--- src/rtl/cpu_mode_pkg.sv ---
// cpu_mode_pkg: shared encodings for the front-panel mode sequencer.
//   mode_e : front-panel modes; the same encoding appears on CPUstate and mode_req.
//   acc_e  : memory access phase. ACC_WR is the write-strobe cycle.
//            ACC_RD is the read-strobe cycle. ACC_CAP is the cycle in which
//            read data is valid and gets captured.
package cpu_mode_pkg;

    typedef enum logic [1:0] {
        MODE_IDLE  = 2'b00,
        MODE_IN    = 2'b01,
        MODE_CHECK = 2'b10,
        MODE_RUN   = 2'b11
    } mode_e;

    typedef enum logic [1:0] {
        ACC_NONE = 2'b00,
        ACC_WR   = 2'b01,
        ACC_RD   = 2'b10,
        ACC_CAP  = 2'b11
    } acc_e;

endpackage

--- src/rtl/cpu_mode_ctrl_key_edge.sv ---
// key_edge: registered rising-edge detector for one front-panel key.
//   clk   in  : system clock
//   rst   in  : async active-high reset
//   key   in  : key level
//   pulse out : one-cycle pulse in the cycle after the key is first seen high
// The history register resets to 1. As a result, a key held through reset
// does not fire when reset is released.
module key_edge (
    input  logic clk,
    input  logic rst,
    input  logic key,
    output logic pulse
);

    logic key_q;

    always_ff @(posedge clk or posedge rst) begin
        if (rst) begin
            key_q <= 1'b1;
            pulse <= 1'b0;
        end else begin
            key_q <= key;
            pulse <= key & ~key_q;
        end
    end

endmodule

--- src/rtl/cpu_mode_ctrl.sv ---
// cpu_mode_ctrl: front-panel mode sequencer for the 8-bit teaching CPU.
//   clk, rst            : clock, async active-high reset
//   mode_req[1:0]       : requested mode (00 IDLE, 01 IN, 10 CHECK, 11 RUN)
//   mode_load, step     : key levels; edge-detected internally
//   sw_data             : byte written in IN mode
//   mem_rdata           : memory read data, valid the cycle after mem_re
//   CPUstate, cpu_run   : current mode; run-enable for the controller (RUN only)
//   own_mem             : this block owns the memory port (IN, CHECK)
//   mem_addr/wdata/we/re: memory port
//   disp_data           : last byte written or read back
//   prog_len            : bytes written since the last entry to IN (saturating)
//   checksum            : mod-256 sum of written bytes
// Build option: the CHECKSUM_EN macro builds the checksum accumulator.
//   If CHECKSUM_EN is not defined, checksum is tied to 0.
module cpu_mode_ctrl
    import cpu_mode_pkg::*;
#(
    parameter int ADDR_W = 16,
    parameter int DATA_W = 8
) (
    input  logic              clk,
    input  logic              rst,
    input  logic [1:0]        mode_req,
    input  logic              mode_load,
    input  logic              step,
    input  logic [DATA_W-1:0] sw_data,
    input  logic [DATA_W-1:0] mem_rdata,
    output logic [1:0]        CPUstate,
    output logic              cpu_run,
    output logic              own_mem,
    output logic [ADDR_W-1:0] mem_addr,
    output logic [DATA_W-1:0] mem_wdata,
    output logic              mem_we,
    output logic              mem_re,
    output logic [DATA_W-1:0] disp_data,
    output logic [ADDR_W-1:0] prog_len,
    output logic [DATA_W-1:0] checksum
);

    localparam logic [ADDR_W-1:0] ADDR_ONE = {{(ADDR_W-1){1'b0}}, 1'b1};

    logic  load_p, step_p;
    mode_e state, pend_mode, tgt;
    acc_e  acc;
    logic  pend;
    logic  acc_done, load_now, start_step;

    key_edge u_load_edge (.clk(clk), .rst(rst), .key(mode_load), .pulse(load_p));
    key_edge u_step_edge (.clk(clk), .rst(rst), .key(step),      .pulse(step_p));

    // A mode load is applied when no access is in flight. It may also be
    // applied on the final cycle of an access (the WR cycle or the CAP cycle).
    // Otherwise the load is parked in pend and pend_mode.
    always_comb begin
        acc_done   = (acc == ACC_WR) || (acc == ACC_CAP);
        load_now   = (load_p || pend) && ((acc == ACC_NONE) || acc_done);
        tgt        = load_p ? mode_e'(mode_req) : pend_mode;
        start_step = step_p && !load_p && (acc == ACC_NONE) &&
                     ((state == MODE_IN) || (state == MODE_CHECK));
    end

    assign CPUstate = state;
    assign mem_we   = (acc == ACC_WR);
    assign mem_re   = (acc == ACC_RD);

    always_ff @(posedge clk or posedge rst) begin
        if (rst) begin
            state     <= MODE_IDLE;
            pend_mode <= MODE_IDLE;
            pend      <= 1'b0;
            acc       <= ACC_NONE;
            cpu_run   <= 1'b0;
            own_mem   <= 1'b0;
            mem_addr  <= '0;
            mem_wdata <= '0;
            disp_data <= '0;
            prog_len  <= '0;
        end else begin
            if (load_now) begin
                pend <= 1'b0;
            end else if (load_p) begin
                pend      <= 1'b1;
                pend_mode <= mode_e'(mode_req);
            end

            case (acc)
                ACC_NONE: begin
                    if (start_step) begin
                        if (state == MODE_IN) begin
                            acc       <= ACC_WR;
                            mem_wdata <= sw_data;
                            disp_data <= sw_data;
                        end else begin
                            acc <= ACC_RD;
                        end
                    end
                end
                ACC_WR: begin
                    acc      <= ACC_NONE;
                    mem_addr <= mem_addr + ADDR_ONE;
                    if (prog_len != {ADDR_W{1'b1}})
                        prog_len <= prog_len + ADDR_ONE;
                end
                ACC_RD:  acc <= ACC_CAP;
                ACC_CAP: begin
                    acc       <= ACC_NONE;
                    disp_data <= mem_rdata;
                    mem_addr  <= mem_addr + ADDR_ONE;
                end
                default: acc <= ACC_NONE;
            endcase

            // Mode entry comes last so that its pointer clears override the
            // end-of-access increment on the same edge.
            if (load_now) begin
                state   <= tgt;
                cpu_run <= (tgt == MODE_RUN);
                own_mem <= (tgt == MODE_IN) || (tgt == MODE_CHECK);
                if (tgt == MODE_IN) begin
                    mem_addr <= '0;
                    prog_len <= '0;
                end else if (tgt == MODE_CHECK) begin
                    mem_addr <= '0;
                end
            end
        end
    end

`ifdef CHECKSUM_EN
    logic [DATA_W-1:0] csum;

    always_ff @(posedge clk or posedge rst) begin
        if (rst)
            csum <= '0;
        else if (load_now && (tgt == MODE_IN))
            csum <= '0;
        else if (acc == ACC_WR)
            csum <= csum + mem_wdata;
    end

    assign checksum = csum;
`else
    assign checksum = '0;
`endif

endmodule

--- config.mk ---
export PLATFORM = sky130hd
export DESIGN_NAME = cpu_mode_ctrl
export DESIGN_NICKNAME = d
export VERILOG_FILES = /design/src/rtl/cpu_mode_pkg.sv /design/src/rtl/cpu_mode_ctrl_key_edge.sv /design/src/rtl/cpu_mode_ctrl.sv
export SDC_FILE = /design/constraint.sdc
export NUM_CORES = 1
export LEC_CHECK = 0
export CORE_MARGIN = 1.5
export CORE_UTILIZATION = 51
export CTS_CLUSTER_DIAMETER = 50
export CTS_CLUSTER_SIZE = 25
export DETAILED_ROUTE_END_ITERATION = 8
export PLACE_DENSITY = 0.86
export SLEW_MARGIN = 5
export SYNTH_ARGS = -nofsm -noshare
export SYNTH_HDL_FRONTEND = slang
export SYNTH_SLANG_ARGS = --single-unit
--- constraint.sdc ---
create_clock -name clk -period 4.2 [get_ports clk]
set_clock_uncertainty 0.2 [all_clocks]
set_input_delay 0.63 -clock clk [delete_from_list [all_inputs] [get_ports clk]]
set_output_delay 0.63 -clock clk [all_outputs]
set_load 0.01 [all_outputs]
# Word-level counts from Yosys, hierarchy flattened
# Index checks and enable logic that the tools add are counted.
[word_totals]
ff_bits = 61
input_bits = 22
output_inout_bits = 62
wordCells = 64
[classes]
n_addsub = 2
eq_ne = 11
muxes = 17
bitwise_logic = 4
n_reduce_logical = 16
[ops]
columns = ["operator", "count"]
rows = [
  ["two-way mux 16 bit", 8],
  ["adder 16 x 1 -> 16 bit, second input constant", 2],
  ["two-way mux 8 bit", 2],
  ["!= test 16 bit, second input constant", 1],
  ["case mux 8 bit (2 select lines)", 1],
  ["equality test 2 bit, second input constant", 5],
  ["equality test 2 x 1 -> 1 bit, second input constant", 3],
  ["two-way mux 2 bit", 3],
  ["case mux 2 bit (3 select lines)", 1],
  ["AND reduction 3 bit", 2],
  ["logical OR 1 bit", 5],
  ["logical AND 1 bit", 4],
  ["nonzero test 2 bit", 2],
  ["AND 1 bit", 2],
  ["logical NOT 2 bit", 1],
  ["two-way mux 1 bit", 2],
  ["!= test 2 x 1 -> 1 bit, second input constant", 1],
  ["!= test 2 bit, second input constant", 1],
  ["NOT 1 bit", 2],
  ["OR reduction 2 bit", 1],
  ["logical NOT 1 bit", 1],
]

# Logic depth before layout (Yosys ltp)
[logic_depth]
ltp_word = 6
mapped_depth = 7
mapped_depth_nobuf = 6

# By module
# Synthesis repeated with hierarchy kept, for this count alone.
[hier_totals]
hier_cells = 298
hier_area_um2 = 2977.9
[by_module_without_submodules]
columns = ["module", "n_inst", "cells_per_inst", "area_per_inst_um2"]
rows = [
  ["cpu_mode_ctrl", 1, 290, 2840.2],
  ["key_edge", 2, 4, 68.8],
]

# Worst setup path after synthesis
# Ideal clock, no wire load.
[synth_timing]
path_type = "flip-flop to flip-flop"
from = "register state[0], in the netlist CPUstate[0]"
to = "register mem_wdata[7]"
arrival_time_ps = 1746
required_time_ps = 3875
slack_ps = 2130
stages_incl_launch_ff = 6
n_path_buf = 1
synth_period_minus_slack_ps = 2070
cell_sequence = "dfrtp_1 -> ha_1 -> nor3b_1 -> nand3_1 -> clkbuf_1 -> mux2_2"
[synth_via]
elab_chain_cells = 4
elab_cells_between_ends = 5
classes_between = "eq/ne (2); reduce/logical (3)"
[synth_rtl]
columns = ["item", "line", "text"]
rows = [
  ["from (decl)", "cpu_mode_ctrl.sv:43", "mode_e state, pend_mode, tgt;"],
  ["from (signal assigned)", "cpu_mode_ctrl.sv:116", "state <= tgt;"],
  ["equality test 2 x 1 -> 1 bit / equality test 2 bit (equally long branches)", "cpu_mode_ctrl.sv:59, cpu_mode_ctrl.sv:89", ""],
  ["logical OR 1 bit", "cpu_mode_ctrl.sv:59", "((state == MODE_IN) || (state == MODE_CHECK));"],
  ["logical AND 1 bit", "cpu_mode_ctrl.sv:58", "start_step = step_p && !load_p && (acc == ACC_NONE) &&"],
  ["AND reduction 3 bit (no line) *", "-", ""],
  ["to (signal assigned)", "cpu_mode_ctrl.sv:91", "mem_wdata <= sw_data;"],
  ["to (decl)", "cpu_mode_ctrl.sv:32", "output logic [DATA_W-1:0] mem_wdata,"],
]
# Mark *: on every way between the ends. The rest lies on a longest branch, timed or not.
# A chain may end at the register's enable or synchronous reset.

# Final worst setup path
[layout_timing]
from = "register acc[0]"
to = "output mem_we"
[layout_via]
elab_chain_cells = 1
[layout_rtl]
columns = ["item", "line", "text"]
rows = [
  ["from (decl)", "cpu_mode_ctrl.sv:44", "acc_e acc;"],
  ["from (signal assigned)", "cpu_mode_ctrl.sv:71", "acc <= ACC_NONE;"],
  ["from (signal assigned)", "cpu_mode_ctrl.sv:90", "acc <= ACC_WR;"],
  ["from (signal assigned)", "cpu_mode_ctrl.sv:94", "acc <= ACC_RD;"],
  ["equality test 2 x 1 -> 1 bit", "cpu_mode_ctrl.sv:63", "assign mem_we = (acc == ACC_WR);"],
  ["to (decl)", "cpu_mode_ctrl.sv:33", "output logic mem_we,"],
]
# Every way passes these cells.

==> flow_summary_export.csv <==
group,metric,value,unit
outcome,status,"finished, final reports clean",
cells_and_area,finalNonFillerCells,439,
placed_design,hpwl,4.39,mm
placed_design,port_buffers,75,
worst_setup_path,worstSetupPathType,"register to output port",
cells_and_area,final_layout_size_suffix_gt1_share,9.81,%
clock_tree,cts_tree,"done",
sta,tns,0,ns
sta,rsz0062_at_grt,"false",
sta,worstMarginPinSlew,1.07,ns
cells_and_area,area.growth.synth_to_final,33.6,%
placed_design,place.gp.congestion,0.789,
sta,fin_crit,2.65,ns
grt,grt-ovfl-total,0,
worst_setup_path,crit_required,3.37,ns
synth,synth_top_area_share,50.3,%
worst_setup_path,worst_path_max_delay_cell,"dfrtp_1",
grt,track_usage,21.6,%
worst_setup_path,endpoint_kind,"output port",
clock_tree,cts_setup_buffers,0,
grt,grt_first_pass_wirelength,10.4,mm
worst_setup_path,crit_fanout,13,
floorplan,core_area,5540,µm²
clock_tree,clockBufferDepth,2,
worst_setup_path,crit_path_start_kind,"register",
drt,wl_per_cell,14.3,µm
synth,ys_seq_elements,61,
floorplan,pin_count,84,
grt,grt_pass1_vias,2340,
drt,totalWireLength,6.30,mm
clock_tree,cts_resized,0,
synth,yosysTopAreaCell,"dfrtp_1",
grt,grt_max_degree,37,
power,clkPwrFrac,23.0,%
clock_tree,path_clk_slew,0.07,ns
worst_setup_path,crit_arrival,1.82,ns
clock_tree,htreeDepth,3,
drt,drc_errors,0,
drt,avgViaCountPerCell,5.52,
synth,synth_area,2940,µm²
synth,synth-seq-area-share,52.1,%
sta,worst_hold_slack,0.296,ns
clock_tree,cts_sinks,61,
worst_setup_path,cpPeakStageDelay,0.58,ns
sta,final_hold_viol_count,0,
synth,syn-instance-count,286,
floorplan,die_w,78.9,µm
clock_tree,cts_hold_buffers,0,
sta,setup-violations-final,0,
power,power_leakage,1.68,nW
cells_and_area,antenna_cells,0,
power,pwr-share-comb,37.2,%
clock_tree,cts_made_buffers,9,
synth,yosys_warnings,0,
worst_hold_path,hp-class,"register to register",
sta,fin_crit_sh,63.1,%
drt,num_vias,2423,
grt,antenna_found_initial,0,
cells_and_area,final_common_cell,"clkdlybuf4s50_1",
drt,ant_nets,0,
clock_tree,clock_latency,0.34,ns
power,irDropWorstVdd,0.000405,V
clock_tree,cts-root-buf,"clkbuf_8",
cells_and_area,finalNetCount,390,
power,p_total,0.00258,W
power,p_sw_share,34.1,%
synth,avgSynthCellArea,10.3,µm²
floorplan,die_h,78.9,µm
floorplan,initial_core_util,53.0,%
cells_and_area,fillers,419,
sta,fmax,377,MHz
drt,firstDrtPassIters,4,
flow_run,max_cap_violations,0,
drt,drtIter0Drc,139,
power,power_switching,0.000880,W
cells_and_area,mostFrequentLayoutCells,"clkdlybuf4s50_1, dfrtp_1, a21oi_1, nor2_1, nand2_1",
power,p_int,0.00170,W
floorplan,rows,27,
synth,synth_cell_types,45,
placed_design,dp.cells,423,
sta,maxSlewHeadroom,28.2,%
sta,final_max_slew_viol_count,0,
power,power.density,658,nW/µm²
floorplan,die-area,6220,µm²
synth,synthTopCellsByArea,"dfrtp_1, a21oi_1, mux2_2, or3_1, nor2_1",
worst_setup_path,critical_path.cell_chain,"nand2b_1, inv_1, clkdlybuf4s50_1",
power,p_seq_share,39.8,%
-- path summary, 6_finish.rpt --
check                                        from           endpoint  slack [ns]  cells after the start
worst max-delay path                       acc[0]             mem_we        1.55                      3
worst min register to register  u_step_edge.key_q  u_step_edge.pulse        0.30                      1
max in group asynchronous                     rst  u_load_edge.key_q        2.48                      3
worst max register to register        prog_len[1]        prog_len[3]        1.66                      5
worst min-delay path            u_step_edge.key_q  u_step_edge.pulse        0.30                      1
min in group asynchronous                     rst       mem_wdata[1]        0.44                      2
-- routing by layer --
| metal | vias up | track usage (%) | wire length (µm) |
|---|---|---|---|
| met3 | 11 | 6.32 | 361 |
| met5 | - | 0 | 0 |
| li1 | 1155 | - | - |
| met2 | 67 | 34.5 | 3070 |
| met4 | 0 | 10.0 | 108 |
| met1 | 1190 | 27.2 | 2760 |
-- cells in the mapped netlist --
library cell  count
and4_1            5
and4b_1           1
nand3_1           9
nor2b_1           2
xnor2_1           6
dfstp_2           2
and3_1            3
or3_1            15
nand4_4           1
nand2_1          17
buf_6             2
mux2i_1           3
o31ai_1           1
nand2b_1          3
xor2_1            5
mux2_2            9
o21ai_0          10
nand4_1           8
buf_4             8
o41ai_4           1
nand4_2           1
nand3b_1          1
conb_1            1
nor2_1           22
ha_1              6
a41oi_1           1
nor3_1            3
or3_4             1
or2_2             2
buf_2             1
dfrtp_1          59
a21oi_1          27
a311oi_1          1
a21bo_2           1
nor4_1            3
and2_1            1
nor4b_2           1
a31oi_1           2
or4_1             1
inv_1            16
o22ai_1           8
a211oi_1          1
o21ai_1           7
clkbuf_1          7
nor3b_1           1
-- per-stage QoR --
stage | cell area [µm²] | utilization [%] | worst slack [ns]
after global placement | 3700 | 66.7 | 1.39
after CTS | 3920 | 70.8 | 1.54
after global routing | 3920 | 70.8 | 1.39
after floorplan | 2960 | - | 1.86
final | 3920 | 70.8 | 1.55
after detailed placement | 3700 | 66.7 | 1.28
-- state kept, by name (all words and copies together), names as in the netlist --
| signal | flops |
|---|---|
| CPUstate | 2 |
| cpu_run | 1 |
| disp_data | 8 |
| pend | 1 |
| u_load_edge.pulse | 1 |
| mem_wdata | 8 |
| own_mem | 1 |
| u_step_edge.key_q | 1 |
| pend_mode | 2 |
| u_step_edge.pulse | 1 |
| prog_len | 16 |
| acc | 2 |
| u_load_edge.key_q | 1 |
| mem_addr | 16 |
-- critical path, delay by kind of cell (launching register included) --
| kind | cells | cell delay [ns] |
|---|---|---|
| DFF | 1 | 0.58 |
| and+or+nand+nor | 1 | 0.18 |
| buffers and inverters | 2 | 0.72 |
-- cell families after synthesis --
| family | Yosys count | share of synthesized area [%] |
|---|---|---|
| compound gates | 60 | 12.0 |
| xor+xnor | 11 | 3.28 |
| fa+ha+maj | 6 | 2.56 |
| buf+inv | 34 | 5.92 |
| flops | 61 | 52.1 |
| mux | 12 | 4.47 |
| other cells | 1 | 0.128 |
| simple gates | 101 | 19.6 |
-- area by class of cell --
| type | count | area [µm²] | share of cell area (%) |
|---|---|---|---|
| Clock inverter | 4 | 70.1 | 1.79 |
| Timing Repair Buffer | 76 | 758 | 19.3 |
| Sequential cell | 61 | 1530 | 39.0 |
| Inverter | 16 | 60.1 | 1.53 |
| Multi-Input combinational cell | 198 | 1260 | 32.1 |
| Clock buffer | 12 | 155 | 3.96 |
| Tap cell | 72 | 90.1 | 2.30 |
-- power groups by stage --
stage,Combinational (W),Sequential (W),Clock [W]
floorplan,0.000411,0.00107,0
global placement,0.000932,0.00102,0
detailed placement,0.000966,0.00104,0
CTS,0.000973,0.00103,0.000598
global route,0.00105,0.00107,0.000624
finish,0.000960,0.00103,0.000595
No activity file was read; power rests on OpenSTA's default activity.
